--- src/rtl/pipeline_ctrl_if.sv ---
// Handshake bundle between the pipeline stages and the stall/flush scheduler.
// The stages own the requests (master); the scheduler owns stall/flush/status (slave).
interface pipeline_ctrl_if #(
    parameter int ADDR_WIDTH = 32,
    parameter int CNT_WIDTH  = 32
);
    logic                  stall_req_id;
    logic                  stall_req_ex;
    logic                  stall_req_mem;
    logic                  exc_req;
    logic [ADDR_WIDTH-1:0] exc_pc;
    logic                  eret_req;
    logic [ADDR_WIDTH-1:0] epc;

    logic [4:0]            stall;
    logic                  flush;
    logic [ADDR_WIDTH-1:0] flush_pc;
    logic                  mem_timeout;
    logic [CNT_WIDTH-1:0]  stall_count;

    modport master (
        output stall_req_id, stall_req_ex, stall_req_mem,
        output exc_req, exc_pc, eret_req, epc,
        input  stall, flush, flush_pc, mem_timeout, stall_count
    );

    modport slave (
        input  stall_req_id, stall_req_ex, stall_req_mem,
        input  exc_req, exc_pc, eret_req, epc,
        output stall, flush, flush_pc, mem_timeout, stall_count
    );
endinterface

--- src/rtl/pipeline_ctrl.sv ---
// Stall/flush scheduler for a 5-stage MIPS pipeline: per-stage hold vector,
// one-cycle redirect flush, MEM-stall watchdog and stall-cycle counter.
module pipeline_ctrl #(
    parameter int ADDR_WIDTH  = 32,
    parameter int MEM_TIMEOUT = 16,
    parameter int CNT_WIDTH   = 32
) (
    input  logic           clk,
    input  logic           rst,
    pipeline_ctrl_if.slave bus
);

    typedef enum logic {
        ST_RUN   = 1'b0,
        ST_FLUSH = 1'b1
    } state_t;

    state_t                state_q, state_d;
    logic                  flush_q, flush_d;
    logic [ADDR_WIDTH-1:0] flush_pc_q, flush_pc_d;
    logic                  mem_timeout_q, mem_timeout_d;
    logic [CNT_WIDTH-1:0]  stall_count_q, stall_count_d;

    logic [2:0]            hold_depth;
    logic [4:0]            stall_comb;
    logic                  mem_wait;
    logic                  wd_fire;

    // hold_depth = number of stages frozen from IF upward; the next stage bubbles.
    always_comb begin
        state_d    = state_q;
        flush_d    = 1'b0;
        flush_pc_d = flush_pc_q;
        hold_depth = 3'd0;
        mem_wait   = 1'b0;
        case (state_q)
            ST_RUN: begin
                if (bus.exc_req || bus.eret_req) begin
                    state_d    = ST_FLUSH;
                    flush_d    = 1'b1;
                    flush_pc_d = bus.exc_req ? bus.exc_pc : bus.epc;
                end else if (bus.stall_req_mem) begin
                    hold_depth = 3'd4;
                    mem_wait   = 1'b1;
                end else if (bus.stall_req_ex) begin
                    hold_depth = 3'd3;
                end else if (bus.stall_req_id) begin
                    hold_depth = 3'd2;
                end
            end
            ST_FLUSH: begin
                state_d = ST_RUN;
            end
            default: begin
                state_d = ST_RUN;
            end
        endcase
        if (rst) begin
            hold_depth = 3'd0;
            mem_wait   = 1'b0;
        end
    end

    genvar gi;
    generate
        for (gi = 0; gi < 5; gi++) begin : gen_stall_bit
            assign stall_comb[gi] = (hold_depth > 3'(gi));
        end
    endgenerate

    always_comb begin
        mem_timeout_d = wd_fire;
        stall_count_d = stall_count_q;
        if (|stall_comb) begin
            stall_count_d = stall_count_q + 1'b1;
        end
    end

    generate
        if (MEM_TIMEOUT > 0) begin : gen_wd
            localparam int WD_W = $clog2(MEM_TIMEOUT + 1);
            logic [WD_W-1:0] wd_cnt_q, wd_cnt_d;
            logic [WD_W-1:0] wd_inc;

            // Counter restarts at 0 after firing so a sustained stall re-fires periodically.
            always_comb begin
                wd_inc   = wd_cnt_q + 1'b1;
                wd_cnt_d = '0;
                wd_fire  = 1'b0;
                if (mem_wait) begin
                    if (wd_inc == WD_W'(MEM_TIMEOUT)) begin
                        wd_fire = 1'b1;
                    end else begin
                        wd_cnt_d = wd_inc;
                    end
                end
            end

            always_ff @(posedge clk) begin
                if (rst) begin
                    wd_cnt_q <= '0;
                end else begin
                    wd_cnt_q <= wd_cnt_d;
                end
            end
        end else begin : gen_no_wd
            assign wd_fire = 1'b0;
        end
    endgenerate

    always_ff @(posedge clk) begin
        if (rst) begin
            state_q       <= ST_RUN;
            flush_q       <= 1'b0;
            flush_pc_q    <= '0;
            mem_timeout_q <= 1'b0;
            stall_count_q <= '0;
        end else begin
            state_q       <= state_d;
            flush_q       <= flush_d;
            flush_pc_q    <= flush_pc_d;
            mem_timeout_q <= mem_timeout_d;
            stall_count_q <= stall_count_d;
        end
    end

    assign bus.stall       = stall_comb;
    assign bus.flush       = flush_q;
    assign bus.flush_pc    = flush_pc_q;
    assign bus.mem_timeout = mem_timeout_q;
    assign bus.stall_count = stall_count_q;

endmodule

--- src/flat_wrapper.sv ---
// flat-port wrapper written by rule: the top's interface ports become plain ports
module pipeline_ctrl_flat 
#(
    parameter int ADDR_WIDTH  = 32,
    parameter int MEM_TIMEOUT = 16,
    parameter int CNT_WIDTH   = 32
)
  (clk, rst, bus_stall_req_id, bus_stall_req_ex, bus_stall_req_mem, bus_exc_req, bus_exc_pc, bus_eret_req, bus_epc, bus_stall, bus_flush, bus_flush_pc, bus_mem_timeout, bus_stall_count);
  pipeline_ctrl_if #(.ADDR_WIDTH(ADDR_WIDTH), .CNT_WIDTH(CNT_WIDTH)) bus_i ();
  input  logic clk;
  input  logic rst;
  input wire logic [$bits(bus_i.stall_req_id)-1:0] bus_stall_req_id;
  input wire logic [$bits(bus_i.stall_req_ex)-1:0] bus_stall_req_ex;
  input wire logic [$bits(bus_i.stall_req_mem)-1:0] bus_stall_req_mem;
  input wire logic [$bits(bus_i.exc_req)-1:0] bus_exc_req;
  input wire logic [$bits(bus_i.exc_pc)-1:0] bus_exc_pc;
  input wire logic [$bits(bus_i.eret_req)-1:0] bus_eret_req;
  input wire logic [$bits(bus_i.epc)-1:0] bus_epc;
  output wire logic [$bits(bus_i.stall)-1:0] bus_stall;
  output wire logic [$bits(bus_i.flush)-1:0] bus_flush;
  output wire logic [$bits(bus_i.flush_pc)-1:0] bus_flush_pc;
  output wire logic [$bits(bus_i.mem_timeout)-1:0] bus_mem_timeout;
  output wire logic [$bits(bus_i.stall_count)-1:0] bus_stall_count;
  assign bus_i.stall_req_id = bus_stall_req_id;
  assign bus_i.stall_req_ex = bus_stall_req_ex;
  assign bus_i.stall_req_mem = bus_stall_req_mem;
  assign bus_i.exc_req = bus_exc_req;
  assign bus_i.exc_pc = bus_exc_pc;
  assign bus_i.eret_req = bus_eret_req;
  assign bus_i.epc = bus_epc;
  assign bus_stall = bus_i.stall;
  assign bus_flush = bus_i.flush;
  assign bus_flush_pc = bus_i.flush_pc;
  assign bus_mem_timeout = bus_i.mem_timeout;
  assign bus_stall_count = bus_i.stall_count;
  pipeline_ctrl #(.ADDR_WIDTH(ADDR_WIDTH), .MEM_TIMEOUT(MEM_TIMEOUT), .CNT_WIDTH(CNT_WIDTH)) u_core (.clk(clk), .rst(rst), .bus(bus_i));
endmodule
--- config.mk ---
export PLATFORM = sky130hd
export DESIGN_NAME = pipeline_ctrl_flat
export DESIGN_NICKNAME = d
export VERILOG_FILES = /design/src/rtl/pipeline_ctrl_if.sv /design/src/rtl/pipeline_ctrl.sv /design/src/flat_wrapper.sv
export SDC_FILE = /design/constraint.sdc
export NUM_CORES = 1
export LEC_CHECK = 0
export ABC_AREA = 1
export BUFFER_PORTS_ARGS = -buffer_cell sky130_fd_sc_hd__buf_2
export CELL_PAD_IN_SITES_DETAIL_PLACEMENT = 1
export CELL_PAD_IN_SITES_GLOBAL_PLACEMENT = 1
export CORE_MARGIN = 2
export CORE_UTILIZATION = 29
export DETAILED_ROUTE_END_ITERATION = 6
export PLACE_DENSITY_LB_ADDON = 0.05
export SETUP_SLACK_MARGIN = 0.1
export SLEW_MARGIN = 15
export SYNTH_ARGS = -nofsm -noshare
export SYNTH_HDL_FRONTEND = slang
export SYNTH_SLANG_ARGS = --single-unit
--- constraint.sdc ---
create_clock -name clk -period 1.4 [get_ports clk]
set_clock_uncertainty 0.15 [all_clocks]
set_input_delay 0.07 -clock clk [delete_from_list [all_inputs] [get_ports clk]]
set_output_delay 0.07 -clock clk [all_outputs]
set_load 0.02 [all_outputs]
Yosys cells after proc, flatten, opt, wreduce, memory -nomap -nowiden
Cells that the tools add are included.
Storage, ports and cells
  input port bits: 71
  memories kept: 0
  register bits: 72
  memory bits (read-only): 0
  bits in latches: 0
  bits in writable memories: 0
Operators by class
  order comparisons: 5
  equal/unequal tests: 1
  shift-type cells: 0
  $add $sub $neg: 2
  multiplexer cells: 14
  bitwise gates (word level): 2
  reduce and logical (&&, ||, !) cells: 6
  $mul: 0
  divide/modulo/power cells: 0
Operator list (number)
  $add 32x1->32 const B: 1
  $mux 32: 1
  $mux 3: 5
  $gt 3x1->1 const B: 2
  $gt 3x2->1 const B: 2
  $mux 1: 6
  $add 5x1->5 const B: 1
  $eq 5x5->1 const B: 1
  $reduce_or 5->1: 1
  $reduce_or 2->1: 2
  $gt 3x3->1 const B: 1
  $reduce_or 3->1: 1
  $mux 2: 1
  $not 1->1: 2
  $pmux 1 s2: 1
  $reduce_and 2->1: 1
  $logic_or 1x1->1: 1

Longest topological paths before layout
  word-level depth: 8
  gate-level depth with buffers: 10
  mapped depth without buffers: 10

Least setup slack after synthesis
No wires, ideal clock.
  kind: flip-flop to flip-flop
  from: register u_core.stall_count_q[1] (netlist: u_core.bus.stall_count[1])
  to: register u_core.stall_count_q[26] (netlist: u_core.bus.stall_count[26])
  arrival time: 1.458 ns
  required time: 1.135 ns
  library setup time: 0.115 ns
  setup slack: -0.323 ns
  period minus slack after synthesis: 1.723 ns
  path buffers: 0
  stages on the path, launching flop included: 11
  cells stage by stage: dfxtp_1 -> ha_1 -> nand2_1 -> nor2_1 -> nand2_1 -> nor2_1 -> nand2_1 -> nor2_1 -> nand3_1 -> nand2_1 -> nor2_1
Between the ends
  cells in the longest elaborated chain, start to end: 1
Ends and longest elaborated chain
  start, declared: RTL line pipeline_ctrl.sv:22  | logic [CNT_WIDTH-1:0] stall_count_q, stall_count_d;
  start signal, assigned: RTL line pipeline_ctrl.sv:123  | stall_count_q <= stall_count_d;
  $add 32x1->32: RTL line pipeline_ctrl.sv:75  | stall_count_d = stall_count_q + 1'b1;
No other way between the ends.
A chain may end at the register's enable or synchronous reset.

Worst setup path in the final report
  from: register u_core.stall_count_q[1] (netlist: u_core.bus.stall_count[1])
  to: register u_core.stall_count_q[20] (netlist: u_core.bus.stall_count[20])
The elaborated chain is that of the path after synthesis.

==> results_dict.tcl <==
set metrics [dict create \
    synth.distinct_cells 30 \
    crit_start "u_core.bus.stall_count[1]" \
    ios 142 \
    synth_fa_ha_area_share_pct 1.096 \
    synth_top_area_cell "dfxtp_1" \
    drive_gt1_share_pct 48.44 \
    cp.required_ns 1.49 \
    clock.fmax_mhz 613.7 \
    synth.most_common_cell "nand2_1" \
    cts_buffers 9 \
    synth.net_count 578 \
    cts_root_buffer "clkbuf_16" \
    drtAntennaViolNets 0 \
    routed_via_density 5.018 \
    drv_slew 0 \
    nNetsFinal 872 \
    wl_mm 17.85 \
    syn-instance-count 504 \
    crit_path_cell_trace "ha_4 -> buf_6 -> nand3_4 -> nor2_4 -> nand3b_1 -> nor2_2 -> nand3_1 -> nand2_1 -> nor2_1" \
    die_y_um 112.7 \
    synth_compound_area_share_pct 15.56 \
    max_stage_delay_ns 0.37 \
    cts_tree "done" \
    p_leak_uw 0.003061 \
    numClockSinks 71 \
    num_vias 4762 \
    startpoint_type "flip-flop" \
    critPathTopFamily "simple AND/OR/NAND/NOR gates" \
    finalCritPeriodShare_pct 116.4 \
    final_area_um2 6905 \
    ys_async_sr_fraction_pct 0 \
    place.gp.congestion 0.7685 \
    synth_top_family_by_area "simple AND/OR/NAND/NOR gates" \
    end_kind "flip-flop" \
    syn_area_um2 3426 \
    gr-total-overflow 0 \
    area_delta_synth_final_pct 101.6 \
    timing.hold.ws_ns 0.02075 \
    max-clock-path-buffers 2 \
    critPathKind "reg2reg" \
    internal-power_uw 4072 \
    synth_common_cells "144 x nand2_1, 71 x dfxtp_1, 71 x nor2_1" \
    clock_latency_ns 0.34 \
    setup_violations 71 \
    p_per_area_nw_per_um2 830.5 \
    critPathSlowestCell "dfxtp_4" \
    hold_viol 0 \
    dieWidth_um 112.7 \
    crit_fanout 4 \
    ys_seq_area_share_pct 41.49 \
    dp_hpwl_mm 8.896 \
    switching_share_pct 28.99 \
    grt_pass1_wl_mm 26.52 \
    yosys.area_share.simple_pct 33.02 \
    firstDrtPassIters 4 \
    critPathBufInv 1 \
    critical_path_arrival_ns 1.71 \
    synth_top_flop_cell "dfxtp_1" \
    p_total_uw 5735 \
    fin_crit_ns 1.629 \
    violations "negative setup slack" \
    start_util_pct 29.87 \
    status "finished, violations left" \
    grt_max_degree 52 \
    setup_ws_ns -0.2294 \
    wl_per_cell_um 18.81 \
    hp-class "in2reg" \
    fin_util_pct 60.22 \
    comb_power_share_pct 21.6 \
    synth_edf_count 0 \
    seqPwrFrac_pct 37.7 \
    r2r_slack_ns -0.23 \
    htree_num_levels 3 \
    peakVddDrop_mv 0.6132 \
    drcViolationCount 0 \
    cts.clk_slew.worst_paths_ns 0.06 \
    num_rows 39 \
    max_slew_margin_pct 59.21 \
    switchingPower_uw 1663 \
    synthXorXnorAreaFrac_pct 1.278 \
    hp-start "bus_stall_req_id" \
    die_area_um2 12700 \
    grt_pass1_vias 5209 \
    synth_top_cell_area_share_pct 41.49 \
    ys.warnings.count 0 \
    avgSynthCellArea_um2 6.797 \
    yosys-top-cells-area "dfxtp_1 41%, nand2_1 16%, nor2_1 7.8%" \
    max_slew.worst_pin.slew_ns 0.6119 \
    coreArea_um2 11470 \
    post_dp_cell_area_um2 4870 \
    first_iter_violations 154 \
    grt_usage_pct 26.47 \
    r2r-start "u_core.bus.stall_count[1]" \
    drv_cap 0 \
    finalSetupTns_ns -7.036 \
    rsz0062_at_grt "true" \
    antenna_found_initial 3 \
    io_buffer_count 140 \
    clkPwrFrac_pct 40.7 \
    synthMuxAreaShare_pct 0 \
    ys_ff_latch 71 \
]
-- stage by stage --
| step | std cells | worst slack, ns |
|---|---|---|
| floorplan | 504 | -0.1345 |
| global placement | 827 | -0.2294 |
| detailed placement | 827 | -0.2837 |
| CTS | 940 | -0.2015 |
| global route | 948 | -0.2844 |
| finish | 949 | -0.2294 |
-- cell families (layout without fill, tap and decap cells) --
family / count (synthesis) / in the layout
compound gates: 97 / 98
xor+xnor: 5 / 5
fa+ha+maj: 3 / 3
buf+inv: 61 / 359
flops: 71 / 71
other cells: 1 / 4
simple gates: 266 / 266
-- cell usage in the layout, fill, tap and decap left out, drive strengths merged, types with 18 or more instances in the layout --
cell type	count
buf	238
nand3	25
a21oi	18
o21ai	45
inv	39
dfxtp	71
nor2	79
a31oi	32
nand2	145
dlygate4sd3	67
-- state kept, by name, indices dropped and copies added (netlist names) --
signal,flops
u_core.bus.flush_pc,32
u_core.bus.stall_count,32
u_core.gen_wd.wd_cnt_q,5
u_core.bus.flush,1
u_core.bus.mem_timeout,1
-- worst reg2reg max path, cell delays in order, from the launching register on --
cell and delay [ns]:
dfxtp_4 0.37, ha_4 0.15, buf_6 0.10, nand3_4 0.07, nor2_4 0.14, nand3b_1 0.16, nor2_2 0.14, nand3_1 0.10
nand2_1 0.10, nor2_1 0.04
-- power groups by stage --
| stage | sequential (uW) | combinational (uW) | clock [uW] |
|---|---|---|---|
| 2_1_floorplan | 2310 | 276 | 0 |
| 3_3_place_gp | 2190 | 701 | 0 |
| 3_5_place_dp | 2190 | 719 | 0 |
| 4_1_cts | 2150 | 1130 | 2350 |
| 5_1_grt | 2170 | 1300 | 2460 |
| 6_report | 2160 | 1240 | 2330 |
-- per-layer routing --
metal / track usage, % / share of wire (%) / vias up
li1: - / - / 2245
met1: 28.72 / 38 / 2322
met2: 49.42 / 54 / 164
met3: 5.886 / 5.6 / 31
met4: 10.73 / 2.3 / 0
met5: 0 / 0 / -
-- worst paths after layout --
kind	end	depth (start not counted)
setup / recovery	u_core.bus.stall_count[20]	9
hold / removal	u_core.bus.stall_count[13]	4
setup reg to reg	u_core.bus.stall_count[20]	9
hold reg to reg	u_core.gen_wd.wd_cnt_q[0]	1
-- cell type report --
| class | count | area [um2] |
|---|---|---|
| Antenna cell | 3 | 7.507 |
| Clock buffer | 14 | 284.0 |
| Clock inverter | 2 | 11.26 |
| Inverter | 38 | 147.6 |
| Fill cell | 1347 | 4562 |
| Sequential cell | 71 | 1498 |
| Tap cell | 143 | 178.9 |
| Timing Repair Buffer | 305 | 2407 |
| Multi-Input combinational cell | 373 | 2371 |
-- timing repair --
item / in CTS / in global routing
cloned: 7 / 0
hold buffers: 67 / 0
endpoints found under the setup margin: 74 / 76
endpoints found under the hold margin: 35 / 0
buffers inserted: 24 / 9
pin swaps: 36 / 35
gates resized for setup: 98 / 62
Note: power is estimated with default switching activity, not from simulation.
